**src/rtl/sect233r1_pkg.sv**
```systemverilog
// sect233r1 field constants, checker FSM encoding and GF(2^233) helpers.
// Latency: n/a (package: constants and combinational functions only).
// Backpressure: n/a.
//
// Field: GF(2^233), f(z) = z^233 + z^74 + 1. Curve b and generator (GX, GY)
// for sect233r1. gf_sqr is the single-cycle squarer used when
// SECT233R1_PT_CHK_SQR_EN is defined.
package sect233r1_pkg;

    localparam int POLY_T0 = 233;
    localparam int POLY_T1 = 74;
    localparam int POLY_T2 = 0;
    localparam int M       = POLY_T0;

    localparam logic [M-1:0] B  = 233'h066_647EDE6C_332C7F8C_0923BB58_213B333B_20E9CE42_81FE115F_7D8F90AD;
    localparam logic [M-1:0] GX = 233'h0FA_C9DFCBAC_8313BB21_39F1BB75_5FEF65BC_391F8B36_F8F8EB73_71FD558B;
    localparam logic [M-1:0] GY = 233'h100_6A08A419_03350678_E58528BE_BF8A0BEF_F867A7CA_36716F7E_01F81052;

    localparam logic [M-1:0] ONE   = {{(M-1){1'b0}}, 1'b1};
    // Low-order part of f: what z^233 folds back into.
    localparam logic [M-1:0] F_LOW = (ONE << POLY_T1) | (ONE << POLY_T2);

    typedef enum logic [2:0] {
        ST_IDLE = 3'd0,
        ST_MUL1 = 3'd1,
        ST_MUL2 = 3'd2,
        ST_MUL3 = 3'd3,
        ST_CMP  = 3'd4,
        ST_DONE = 3'd5
    } state_e;

    // a * z mod f
    function automatic logic [M-1:0] gf_xtime(input logic [M-1:0] a);
        return {a[M-2:0], 1'b0} ^ (a[M-1] ? F_LOW : '0);
    endfunction

    // a^2 mod f: squaring in characteristic 2 just spreads the bits, then the
    // top half is folded down from the highest bit so cascaded folds land on
    // bits not yet visited.
    function automatic logic [M-1:0] gf_sqr(input logic [M-1:0] a);
        logic [2*M-2:0] s;
        s = '0;
        for (int i = 0; i < M; i++) begin
            s[2*i] = a[i];
        end
        for (int j = 2*M-2; j >= M; j--) begin
            if (s[j]) begin
                s[j]                     = 1'b0;
                s[j-POLY_T0+POLY_T2]     = ~s[j-POLY_T0+POLY_T2];
                s[j-POLY_T0+POLY_T1]     = ~s[j-POLY_T0+POLY_T1];
            end
        end
        return s[M-1:0];
    endfunction

endpackage

```
**src/rtl/sect233r1_gf_mul.sv**
```systemverilog
// Digit-serial MSB-first GF(2^233) multiplier, p = a*b mod f.
// Latency: N = ceil(233/DIGIT) edges; the start edge already performs digit 1.
// Backpressure: none; a start while running restarts the product.
//
// Ports: clk, rst (sync, active-high); start (1-cycle, samples a/b);
// done (1-cycle pulse, p valid from then until the next start); p (result).
module sect233r1_gf_mul
    import sect233r1_pkg::*;
#(
    parameter int DIGIT = 8
) (
    input  logic         clk,
    input  logic         rst,
    input  logic         start,
    input  logic [M-1:0] a,
    input  logic [M-1:0] b,
    output logic         done,
    output logic [M-1:0] p
);

    localparam int N    = (M + DIGIT - 1) / DIGIT;
    localparam int PADW = N * DIGIT;
    localparam int CW   = $clog2(N + 1);

    logic [M-1:0]    a_q, a_d;
    logic [PADW-1:0] b_q, b_d;
    logic [M-1:0]    acc_q, acc_d;
    logic [CW-1:0]   cnt_q, cnt_d;
    logic            run_q, run_d;
    logic            done_q, done_d;
    logic [PADW-1:0] b_pad;

    // acc*z^DIGIT + a*d, reduced after every bit so the accumulator never
    // grows past 233 bits.
    function automatic logic [M-1:0] step(input logic [M-1:0] acc,
                                          input logic [M-1:0] op,
                                          input logic [DIGIT-1:0] d);
        logic [M-1:0] r;
        r = acc;
        for (int i = DIGIT-1; i >= 0; i--) begin
            r = gf_xtime(r) ^ (d[i] ? op : '0);
        end
        return r;
    endfunction

    always_comb begin
        // Pad above the MSB so the partial digit carries only leading zeros and
        // the product value is unchanged.
        b_pad         = '0;
        b_pad[M-1:0]  = b;

        a_d    = a_q;
        b_d    = b_q;
        acc_d  = acc_q;
        cnt_d  = cnt_q;
        run_d  = run_q;
        done_d = 1'b0;

        if (start) begin
            a_d    = a;
            acc_d  = step('0, a, b_pad[PADW-1 -: DIGIT]);
            b_d    = b_pad << DIGIT;
            cnt_d  = CW'(N - 1);
            run_d  = (N > 1);
            done_d = (N == 1);
        end else if (run_q) begin
            acc_d = step(acc_q, a_q, b_q[PADW-1 -: DIGIT]);
            b_d   = b_q << DIGIT;
            cnt_d = cnt_q - CW'(1);
            if (cnt_q == CW'(1)) begin
                run_d  = 1'b0;
                done_d = 1'b1;
            end
        end
    end

    always_ff @(posedge clk) begin
        if (rst) begin
            a_q    <= '0;
            b_q    <= '0;
            acc_q  <= '0;
            cnt_q  <= '0;
            run_q  <= 1'b0;
            done_q <= 1'b0;
        end else begin
            a_q    <= a_d;
            b_q    <= b_d;
            acc_q  <= acc_d;
            cnt_q  <= cnt_d;
            run_q  <= run_d;
            done_q <= done_d;
        end
    end

    assign done = done_q;
    assign p    = acc_q;

endmodule

```
**config.mk**
```make
export PLATFORM = sky130hd
export DESIGN_NAME = sect233r1_gf_mul
export DESIGN_NICKNAME = d
export VERILOG_FILES = /design/src/rtl/sect233r1_pkg.sv /design/src/rtl/sect233r1_gf_mul.sv
export SDC_FILE = /design/constraint.sdc
export NUM_CORES = 2
export LEC_CHECK = 0
export BUFFER_PORTS_ARGS = -buffer_cell sky130_fd_sc_hd__buf_2
export CORE_ASPECT_RATIO = 0.7
export CORE_MARGIN = 8
export CORE_UTILIZATION = 55
export DETAILED_ROUTE_END_ITERATION = 16
export PLACE_DENSITY = 0.76
export RECOVER_POWER = 25
export SLEW_MARGIN = 15
export SYNTH_ARGS = -nofsm -noshare
export SYNTH_HDL_FRONTEND = slang
export SYNTH_SLANG_ARGS = --single-unit
```
**constraint.sdc**
```tcl
create_clock -name clk -period 2.4 [get_ports clk]
set_input_delay 0.24 -clock clk [delete_from_list [all_inputs] [get_ports clk]]
set_output_delay 0.24 -clock clk [all_outputs]
set_load 0.05 [all_outputs]
```
==> impl_metrics.tcl <==
set metrics [dict create \
    synthCells 7305 \
    path_class "input port to flop" \
    areaGrowthSynthToFinish_pct 21.78 \
    gp_congestion 0.9326 \
    crit_required_ns 2.97 \
    synthMuxAreaShare_pct 8.097 \
    setup_tns_ns 0 \
    grt_max_degree 109 \
    setup_ws_ns 0.001233 \
    synth_top_family_by_area "XOR/XNOR gates" \
    yosys-top-cells-area "dfxtp_1 (25%), xnor2_1 (18%), nand2_1 (15%)" \
    overflow 0 \
    wl_per_cell_um 22.13 \
    drtIter0Drc 6707 \
    clk_pin_slew_worst_paths_ns 0.07 \
    leakagePower_nw 28.19 \
    clock_path_buffers 3 \
    wl_um 210100 \
    grt_antenna_before_repair 49 \
    syn_area_per_cell_um2 7.734 \
    grt_pass1_vias 54986 \
    fmax_ghz 0.4169 \
    cp-start-kind "input port" \
    dp_hpwl_um 134200 \
    start_util_pct 55.38 \
    yosysSeqAreaShare_pct 24.98 \
    via_per_inst 5.904 \
    cts_root_buf "clkbuf_16" \
    cts-htree-levels 3 \
    status "complete, but fails checks" \
    async_flop_share_pct 0 \
    tightest_slew_ns 1.715 \
    fin_nets 8508 \
    wl_met3_um 25260 \
    vdd_drop_max_uv 642.9 \
    die_height_um 284.2 \
    ant_nets 0 \
    yosysUniqueCellTypes 34 \
    layout_common_cells "nand2_1 (2291), xnor2_1 (1140), nor2_1 (703)" \
    syn_nets 7776 \
    highest_layer "met5" \
    final_common_cell "nand2_1" \
    yosys_warnings 0 \
    ys_ff_latch 705 \
    synth_ff_type "dfxtp_1" \
    die-width_um 399.1 \
    slew_violations 79 \
    core_um2 102000 \
    drive_gt1_share_pct 15.45 \
    violations "max-capacitance violations, max-slew violations" \
    synth_compound_area_share_pct 9.096 \
    dieArea_um2 113400 \
    synthSimpleGateAreaFrac_pct 20.32 \
    drv_cap 2 \
    power.density_nw_per_um2 557.9 \
    yosysTopAreaCell "dfxtp_1" \
    hold_path_class "input port to flop" \
    port_buffers 702 \
    grt_util_all_layers_pct 35.20 \
    cts_sinks 705 \
    drc 0 \
    min_period_ns 2.399 \
    dp_worst_setup_slack_ns 0.08672 \
    cts_tree "yes" \
    yosys.area_share.adder_pct 0.04429 \
    final_core_util_pct 67.44 \
    synth_top_area_share_pct 24.98 \
    clock_skew_ns 0.04381 \
    design.portCount 703 \
    rows 98 \
    num_vias 56030 \
    synthXorXnorAreaFrac_pct 31.52 \
    finalCritPeriodShare_pct 99.95 \
    dr.pass1.iters 6 \
    hold_viol_final 0 \
    syn_area_um2 56500 \
    cp.arrival_ns 2.97 \
    m1WireLength_um 78780 \
    synth-edff-count 0 \
    cts_buffers 78 \
    clkLatencyLatePin_ns 0.72 \
    grt_pass1_wl_um 321800 \
    finalSetupViolCount 0 \
    slew_headroom_pct -14.32 \
    wl_met2_um 91560 \
    cp-end-kind "flop" \
    crit_path_max_fanout 51 \
]
## synth_stat cells, types with 25 or more instances
| cell | n |
|---|---|
| mux2i_1 | 457 |
| dfxtp_1 | 705 |
| buf_1 | 75 |
| buf_2 | 166 |
| nand2_2 | 30 |
| nand2_1 | 2291 |
| xnor2_1 | 1144 |
| buf_4 | 31 |
| a21oi_1 | 447 |
| buf_6 | 25 |
| xnor3_1 | 226 |
| xnor2_2 | 31 |
| a221oi_1 | 104 |
| xor2_1 | 248 |
| clkbuf_1 | 453 |
| nor2_1 | 704 |
| a221oi_2 | 116 |
## metal layers
layer / vias up / track usage, %
met3: 912 / 9.417
met1: 26479 / 44.98
li1: 24778 / -
met2: 3849 / 53.73
met5: - / 0
met4: 12 / 19.63
## worst max-delay path: stages
cell and delay, ns:
dlygate4sd3_1 0.52, clkbuf_4 0.80, clkbuf_2 0.68, clkbuf_4 0.55
nor2_1 0.14
## flip-flops by register name, indices dropped and copies added, names as in the netlist
name	count
b_q	232
done	1
a_q	233
cnt_q	5
p	233
run_q	1
## what timing repair did
action,CTS,global route
setup endpoints to repair,0,5
resized for setup,0,10
endpoints found under the hold margin,700,0
hold buffers,468,0
buffers inserted,0,0
## metrics by stage
step / instance area, um^2 / hold WS, ns / cells / power [mW]
2_1_floorplan: 56500 / 0.3827 / 7305 / 20.88
3_3_place_gp: 61220 / 0.4678 / 8839 / 23.58
3_5_place_dp: 61220 / 0.4751 / 8839 / 23.75
4_1_cts: 68820 / 0.03910 / 9449 / 37.93
5_1_grt: 68780 / 0.08334 / 9482 / 39.52
6_report: 68800 / 0.1015 / 9490 / 38.38
## area by class of cell
cell class | count | area (um^2)
diodes | 41 | 102.6
clock buffers | 108 | 2307
clock inverters | 34 | 614.3
fillers | 7631 | 33220
inverters | 3 | 18.77
multi-input cells | 5846 | 39070
flip-flops and latches | 705 | 14150
well taps | 1350 | 1689
repair buffers | 1403 | 10850
## path summary, 6_finish.rpt
check,from,endpoint,slack (ns),depth (start not counted)
min,start,b_q[52]$_SDFFE_PP0P_,0.10,3
max reg2reg,b_q[237]$_SDFFE_PP0P_,p[144]$_SDFFE_PP0P_,0.06,8
min reg2reg,b_q[11]$_SDFFE_PP0P_,b_q[11]$_SDFFE_PP0P_,0.52,2
max,rst,a_q[105]$_SDFFE_PP0P_,0.001,5
## power breakdown
part / internal [mW] / switching [mW]
clock network: 7.93 / 5.83
logic: 4.85 / 5.86
registers: 12.5 / 1.42
total: 25.3 / 13.1
## kinds of logic after synthesis
family                     after synthesis
and+or+nand+nor                       3033
xor gates and xnor gates              1650
buffers and inverters                  754
DFF                                    705
AOI/OAI and AO/OA                      704
muxes                                  457
adders and majority gates                2
(Power assumes the default switching activity.)
